===== src/rtl/sprite_compositor.sv =====
// sprite_compositor: background + NUM_SPR sprites, fixed priority, index-0 transparency, 4:4:4 RGB out; optional diamond cursor when CURSOR_EN is defined
module sprite_compositor #(
    parameter int NUM_SPR = 2,
    parameter int SPR_W   = 110,
    parameter int SPR_H   = 86,
    parameter int ADDR_W  = 14,
    parameter int ROM_LAT = 1
) (
    input  logic                      vga_clk,
    input  logic                      Reset,
    input  logic [9:0]                DrawX,
    input  logic [9:0]                DrawY,
    input  logic                      blank,
    input  logic [10*NUM_SPR-1:0]     SprX,
    input  logic [10*NUM_SPR-1:0]     SprY,
    input  logic [NUM_SPR-1:0]        SprEn,
    output logic [ADDR_W*NUM_SPR-1:0] spr_addr,
    input  logic [4*NUM_SPR-1:0]      spr_idx,
    input  logic [12*NUM_SPR-1:0]     spr_rgb,
    input  logic [11:0]               bg_rgb,
`ifdef CURSOR_EN
    input  logic [9:0]                CurX,
    input  logic [9:0]                CurY,
    input  logic [9:0]                CurSize,
`endif
    output logic [7:0]                frame_cnt,
    output logic [3:0]                Red,
    output logic [3:0]                Green,
    output logic [3:0]                Blue
);
    logic [10*NUM_SPR-1:0]     lat_x, lat_y;
    logic [NUM_SPR-1:0]        lat_en;
    logic [NUM_SPR-1:0]        hit_c, hit_a;
    logic [ADDR_W*NUM_SPR-1:0] addr_c;
    logic                      blank_a, cur_c, cur_a;
    logic [NUM_SPR-1:0]        hit_d [ROM_LAT];
    logic [ROM_LAT-1:0]        blank_d, cur_d;
    logic [11:0]               rgb_c, rgb_q;

    // Shadow sprite state captured only at the first pixel of a frame so motion never tears
    always_ff @(posedge vga_clk or posedge Reset) begin
        if (Reset) begin
            lat_x     <= '0;
            lat_y     <= '0;
            lat_en    <= '0;
            frame_cnt <= '0;
        end else if (DrawX == 10'd0 && DrawY == 10'd0) begin
            lat_x     <= SprX;
            lat_y     <= SprY;
            lat_en    <= SprEn;
            frame_cnt <= frame_cnt + 8'd1;
        end
    end

    // Per-sprite rectangle hit test in 11 bits so a sprite near the right edge cannot wrap to column 0
    always_comb begin
        hit_c  = '0;
        addr_c = '0;
        for (int i = 0; i < NUM_SPR; i++) begin
            hit_c[i] = lat_en[i]
                && {1'b0, DrawX} >= {1'b0, lat_x[10*i +: 10]}
                && {1'b0, DrawX} <  {1'b0, lat_x[10*i +: 10]} + 11'(SPR_W)
                && {1'b0, DrawY} >= {1'b0, lat_y[10*i +: 10]}
                && {1'b0, DrawY} <  {1'b0, lat_y[10*i +: 10]} + 11'(SPR_H);
            addr_c[ADDR_W*i +: ADDR_W] = hit_c[i]
                ? ADDR_W'(32'(DrawY - lat_y[10*i +: 10]) * SPR_W + 32'(DrawX - lat_x[10*i +: 10]))
                : '0;
        end
    end

`ifdef CURSOR_EN
    logic signed [10:0] cur_dx, cur_dy;
    logic [11:0]        cur_dist;

    // Manhattan distance from the cursor centre; inside the diamond when it does not exceed CurSize
    always_comb begin
        cur_dx   = $signed({1'b0, DrawX}) - $signed({1'b0, CurX});
        cur_dy   = $signed({1'b0, DrawY}) - $signed({1'b0, CurY});
        cur_dist = 12'(cur_dx < 0 ? -cur_dx : cur_dx) + 12'(cur_dy < 0 ? -cur_dy : cur_dy);
        cur_c    = cur_dist <= {2'b00, CurSize};
    end
`else
    assign cur_c = 1'b0;
`endif

    // Stage A: register ROM addresses and the per-pixel flags that travel with them
    always_ff @(posedge vga_clk or posedge Reset) begin
        if (Reset) begin
            spr_addr <= '0;
            hit_a    <= '0;
            blank_a  <= 1'b0;
            cur_a    <= 1'b0;
        end else begin
            spr_addr <= addr_c;
            hit_a    <= hit_c;
            blank_a  <= blank;
            cur_a    <= cur_c;
        end
    end

    // Delay the flags by the ROM latency so they line up with spr_idx/spr_rgb/bg_rgb
    always_ff @(posedge vga_clk or posedge Reset) begin
        if (Reset) begin
            for (int k = 0; k < ROM_LAT; k++) hit_d[k] <= '0;
            blank_d <= '0;
            cur_d   <= '0;
        end else begin
            hit_d[0]   <= hit_a;
            blank_d[0] <= blank_a;
            cur_d[0]   <= cur_a;
            for (int k = 1; k < ROM_LAT; k++) begin
                hit_d[k]   <= hit_d[k-1];
                blank_d[k] <= blank_d[k-1];
                cur_d[k]   <= cur_d[k-1];
            end
        end
    end

    // Stage C: scan from lowest priority up so the lowest-index opaque sprite ends up on top
    always_comb begin
        rgb_c = bg_rgb;
        for (int i = NUM_SPR - 1; i >= 0; i--)
            if (hit_d[ROM_LAT-1][i] && spr_idx[4*i +: 4] != 4'd0) rgb_c = spr_rgb[12*i +: 12];
        if (cur_d[ROM_LAT-1]) rgb_c = 12'hFFF;
        if (!blank_d[ROM_LAT-1]) rgb_c = '0;
    end

    // Registered colour output, forced black while reset is asserted
    always_ff @(posedge vga_clk or posedge Reset) begin
        if (Reset) rgb_q <= '0;
        else rgb_q <= rgb_c;
    end

    assign {Red, Green, Blue} = rgb_q;
endmodule


===== config.mk =====
export PLATFORM = sky130hd
export DESIGN_NAME = sprite_compositor
export DESIGN_NICKNAME = d
export VERILOG_FILES = /design/src/rtl/sprite_compositor.sv
export SDC_FILE = /design/constraint.sdc
export NUM_CORES = 1
export LEC_CHECK = 0
export ABC_AREA = 1
export CORE_MARGIN = 1
export CORE_UTILIZATION = 55
export DETAILED_ROUTE_END_ITERATION = 16
export GPL_ROUTABILITY_DRIVEN = 0
export HOLD_SLACK_MARGIN = 0.08
export PLACE_DENSITY = 0.8
export SETUP_SLACK_MARGIN = 0.15
export SYNTH_ARGS = -nofsm -noshare
export SYNTH_HDL_FRONTEND = slang
export SYNTH_SLANG_ARGS = --single-unit

===== constraint.sdc =====
create_clock -name vga_clk -period 12.15 [get_ports vga_clk]
set_clock_uncertainty 0.2 [all_clocks]
set_input_delay 3.0375 -clock vga_clk [delete_from_list [all_inputs] [get_ports vga_clk]]
set_output_delay 3.0375 -clock vga_clk [all_outputs]
set_load 0.1 [all_outputs]

# Word-level counts from Yosys, hierarchy flattened

Index checks and enable logic that the tools add are counted.

Flip-flop bits (word level): 96
Input bits: 109

Magnitude comparators: 8
Multiplexer cells: 5
Reductions and logical operators: 15
Add/subtract/negate cells: 11
Multipliers: 2

Operators with widths:

| cell                                                                 | number |
|---|---|
| 32-bit by 6-bit multiplier with 13-bit output, second input constant | 2 |
| 10-bit by 7-bit adder with 11-bit output, second input constant      | 4 |
| 10-bit by 11-bit < comparator with 1-bit output                      | 4 |
| 10-bit by 10-bit subtractor with 11-bit output                       | 4 |
| 10-bit >= comparator                                                 | 4 |
| 12-bit two-way mux                                                   | 3 |
| 14-bit adder                                                         | 2 |
| 14-bit two-way mux                                                   | 2 |
| 10-bit logical NOT                                                   | 2 |
| 1-bit logical AND                                                    | 11 |
| 8-bit by 1-bit adder with 8-bit output, second input constant        | 1 |
| 4-bit nonzero test                                                   | 2 |

# Depth between registers and ports, before layout

Depth after elaboration: 6
Mapped depth: 32

# Worst setup path after synthesis

OpenSTA, ideal clock, no wires.

Kind: input-to-reg
Start point: in DrawY[0]
End point: reg spr_addr[27]
Slack: 3.784 ns
Cell stages on the path: 31
Arrival: 8.094 ns
Cell sequence: inv_1 ha_1 inv_1 fa_1 nand3_1 nand2_1 nand3_1 nand3_1 xor2_1 inv_1 fa_1 fa_1 fa_1 inv_1 ha_1 a21oi_1 nand2_1 a21oi_1 nor2_1 nor2_1 xor2_1 inv_1 ha_1 nand2_1 nor3_1 nand3_1 nand3_1 inv_1 nand3_1 nand2_1 nor2_1

Cells in the longest elaborated chain, start to end: 4
Elaborated cells between the ends (all ways): 8
Classes of those cells: add/sub (2); mul (1); order compare (2); mux (1); reduce/logical (2)

RTL lines:

| element                                                                                       | RTL line | text |
|---|---|---|
| start, declared                                                                               | 12       | `input logic [9:0] DrawY,` |
| 10-bit by 10-bit subtractor with 11-bit output / 10-bit >= comparator (equally long branches) | 66, 63   |  |
| 32-bit by 6-bit multiplier with 13-bit output / 1-bit logical AND (equally long branches)     | 66, 63   |  |
| 14-bit adder / 1-bit logical AND (equally long branches)                                      | 66, 64   |  |
| 14-bit two-way mux *                                                                          | 66       | `? ADDR_W'(32'(DrawY - lat_y[10*i +: 10]) * SPR_W + 32'(DrawX - lat_x[10*i +: 10]))` |
| named net addr_c[27]                                                                          | 34       | `logic [ADDR_W*NUM_SPR-1:0] addr_c;` |
| end signal, assigned                                                                          | 94       | `spr_addr <= addr_c;` |
| end, declared                                                                                 | 17       | `output logic [ADDR_W*NUM_SPR-1:0] spr_addr,` |

Mark *: on every way through the listed nets, which the timed path passes. The rest lies on a longest branch.
A chain may end at the register's enable or synchronous reset.

# Worst setup path in the final report

Ends and elaborated chain as after synthesis.

==> PnR_summary.wiki <==
{| class="wikitable"
! Metric !! Value
|-
| # resized after CTS || 0
|-
| Internal Power || 1.06 mW
|-
| Antenna-violating nets left || 0
|-
| Pwr Total || 2.07 mW
|-
| Y dimension of the die || 141 um
|-
| Clock-pin transition on the worst setup and hold timing paths || 0.07 ns
|-
| Final hold viol count || 0
|-
| Final setup violation count || 0
|-
| Standard cell core area || 0.0189 mm^2
|-
| Nature of the critical path startpoint || input port
|-
| CTS tree || yes
|-
| Count of warnings emitted by yosys || 0
|-
| Unrepaired setup endpoints after global routing || no
|-
| Filler cells || 1,584
|-
| Via total after detailed routing || 9,617
|-
| Worst slew pin tran || 1.00 ns
|-
| Cells after synthesis || 1,423
|-
| Worst-skew pair later-pin latency || 0.37 ns
|-
| Number of hold-repair buffers added at the cts stage || 0
|-
| Final WL || 25.5 mm
|-
| Worst Hold Class || register to register
|-
| Sw frac || 0.488
|-
| Leakage component of the power || 6.95 nW
|-
| Aggregate negative setup slack || 0 ns
|-
| CP max stage cell || fa_1
|-
| PortBufs || 156
|-
| Prevailing post-synth register cell || dfrtp_1
|-
| Largest area contributor in the netlist || dfrtp_1
|-
| Number of synthesized flops with an enable pin || 0
|-
| Depth of the most critical reg-to-reg path || 30
|-
| Minimum hold slack || 0.152 ns
|-
| Fraction of final layout cells sized beyond drive strength 1 || 0.0374
|-
| Layout Area Growth over Synthesis || 19.8%
|-
| Maximum single-stage delay on the critical path || 0.57 ns
|-
| Clock network power share || 0.141
|-
| Avg Inst Size Synth || 7.51 um^2
|-
| # DRC || 0
|-
| Final instance count without filler cells || 1,838
|-
| Pins Over Slew Limit || 0
|-
| Area enclosed by the die boundary || 0.0200 mm^2
|-
| Total Nets Final || 1,879
|-
| Die X || 141 um
|-
| Fraction of power consumed by sequential logic || 0.156
|-
| Routed via count divided by cell count || 5.23
|-
| Number of buffers inserted by post-CTS setup repair || 0
|-
| Net switching power figure || 1.01 mW
|-
| Number of cells in the design after placement || 1,822
|-
| Top-Level Pins || 157
|-
| First-pass DRT Iterations || 5
|-
| Flops & latches, synth || 96
|-
| Final routed wire length divided by cell count || 13.9 um
|-
| Library cell with the highest instance count after synthesis || nand2_1
|-
| Synth top area share || 0.225
|-
| CP Max Fanout || 5
|-
| Worst slew margin || 0.329
|-
| Endpoint type of the worst setup path || register
|-
| Num Clock Sinks || 96
|-
| Clock Path Buffers || 2
|-
| Critical path required time || 12.23 ns
|-
| Total grt overflow || 0
|-
| Number of global-route vias before repair || 9,239
|-
| Overall routing resource usage || 0.265
|-
| Mapped Area || 0.0107 mm^2
|-
| Antenna Diode Count || 0
|-
| Combinational share of power || 0.702
|-
| Reported max-cap violation count || 0
|-
| H-tree depth reported by CTS || 3
|-
| Final period util || 0.745
|-
| Number of rows in the core area || 50
|-
| Dominant cells by area after synthesis || dfrtp_1 (22%), ha_1 (18%), nand2_1 (9.6%)
|-
| Leading post-synthesis cells by instance count || nand2_1 (272), inv_1 (264), ha_1 (151)
|-
| Min Tclk post-route || 9.05 ns
|-
| Post-Syn Nets || 1,729
|-
| Sequential area share after synthesis || 0.225
|-
| Cell depth of the worst min-delay path || 0
|-
| Peak supply drop || 143 uV
|-
| Number of unique standard cell types used by synthesis || 34
|-
| Global-route wire length before repair || 42.4 mm
|-
| Power density over cell area || 161 mW/mm^2
|-
| CTS root buffer || clkbuf_16
|-
| Pin count of the biggest net entering global routing || 55
|-
| Number of buffers created by CTS || 9
|-
| DP Wirelength || 20.9 mm
|-
| Arrival time worst endpoint || 9.14 ns
|-
| Outcome || completed
|-
| Maximum frequency from static timing analysis || 110 MHz
|-
| 1st-iter DRT viols || 506
|-
| Critical setup path kind || input port to register
|-
| Initial standard-cell utilization of the core || 0.565
|-
| Initial antenna violation count || 0
|-
| Async S/R FF share, synth || 1.00
|}
==> per-layer routing <==
metal,routed length (um),part of all wire,global-route usage
met1,10700,0.42,0.323
met2,12300,0.48,0.459
met3,1680,0.066,0.0503
met4,822,0.032,0.108
met5,0,0,0
==> sequential cells by signal, summed over array words and instances, names as in the netlist <==
register / count
spr_addr: 28
lat_x: 20
lat_y: 20
rgb_q: 12
frame_cnt: 8
hit_a: 2
hit_d: 2
lat_en: 2
blank_a: 1
blank_d: 1
==> cell usage in the layout, fill, tap and decap left out, types with 2 or more instances in the layout <==
cell type,instances
nand2_1,272
inv_1,263
clkdlybuf4s50_1,156
ha_1,151
nor2_1,145
a21oi_1,106
dfrtp_1,96
xor2_1,74
nand3_1,73
fa_1,46
o21ai_0,42
a21oi_2,30
xnor2_1,26
o211ai_1,16
nand4_1,12
nor3_1,10
clkbuf_16,9
o21bai_1,8
a21o_1,6
a31oi_1,6
o21ai_1,4
nor4_1,3
inv_6,3
buf_4,3
xor2_2,2
nand3_2,2
clkinv_4,2
==> critical path, delay by kind of cell <==
kind | cells | cell delay (ns)
xor gates and xnor gates | 2 | 0.60
adders and majority gates | 7 | 2.79
buffers and inverters | 7 | 0.93
and+or+nand+nor | 14 | 1.49
AOI/OAI and AO/OA | 2 | 0.29
==> area by class of cell <==
class                           count  area, um^2  area share
Clock inverter                      6        60.1     0.00469
Tap cell                          260         325      0.0254
Inverter                          265         997      0.0779
Sequential cell                    96        2400       0.188
Multi-Input combinational cell   1042        7190       0.562
Clock buffer                       10         239      0.0187
Timing Repair Buffer              159        1580       0.124
==> stage by stage <==
step                       util  area (um^2)  worst slack (ns)
after floorplan               -        10700              3.78
after global placement    0.661        12500              3.04
after detailed placement  0.661        12500              2.77
after CTS                 0.677        12800              3.15
after global routing      0.677        12800              2.57
final                     0.677        12800              3.10
==> logic make-up (layout without fill, tap and decap cells) <==
kind of cell             after synthesis  in the layout  share of synthesized area
adder cells (fa/ha/maj)              197            197                      0.263
buffers and inverters                285            440                      0.103
AND/OR/NAND/NOR                      521            521                      0.200
XOR/XNOR                             102            102                     0.0851
AO/OA/AOI/OAI                        222            222                      0.124
flip-flops                            96             96                      0.225
==> worst paths after layout <==
path | start | slack, ns | to
worst max-delay path | DrawY[0] | 3.10 | spr_addr[27]
worst min-delay path | blank_a | 0.15 | blank_d
worst max register to register | lat_y[10] | 5.95 | spr_addr[27]
worst min register to register | blank_a | 0.15 | blank_d
max in group asynchronous | Reset | 7.75 | spr_addr[0]
min in group asynchronous | Reset | 2.89 | hit_d[0]
==> power by group through the flow <==
stage               clock [mW]  sequential [mW]  combinational, mW
floorplan                    0            0.344               1.13
global placement             0            0.329               1.37
detailed placement           0            0.329               1.42
CTS                      0.296            0.323               1.44
global route             0.309            0.323               1.64
finish                   0.292            0.323               1.45
No activity file was read; power rests on OpenSTA's default activity.
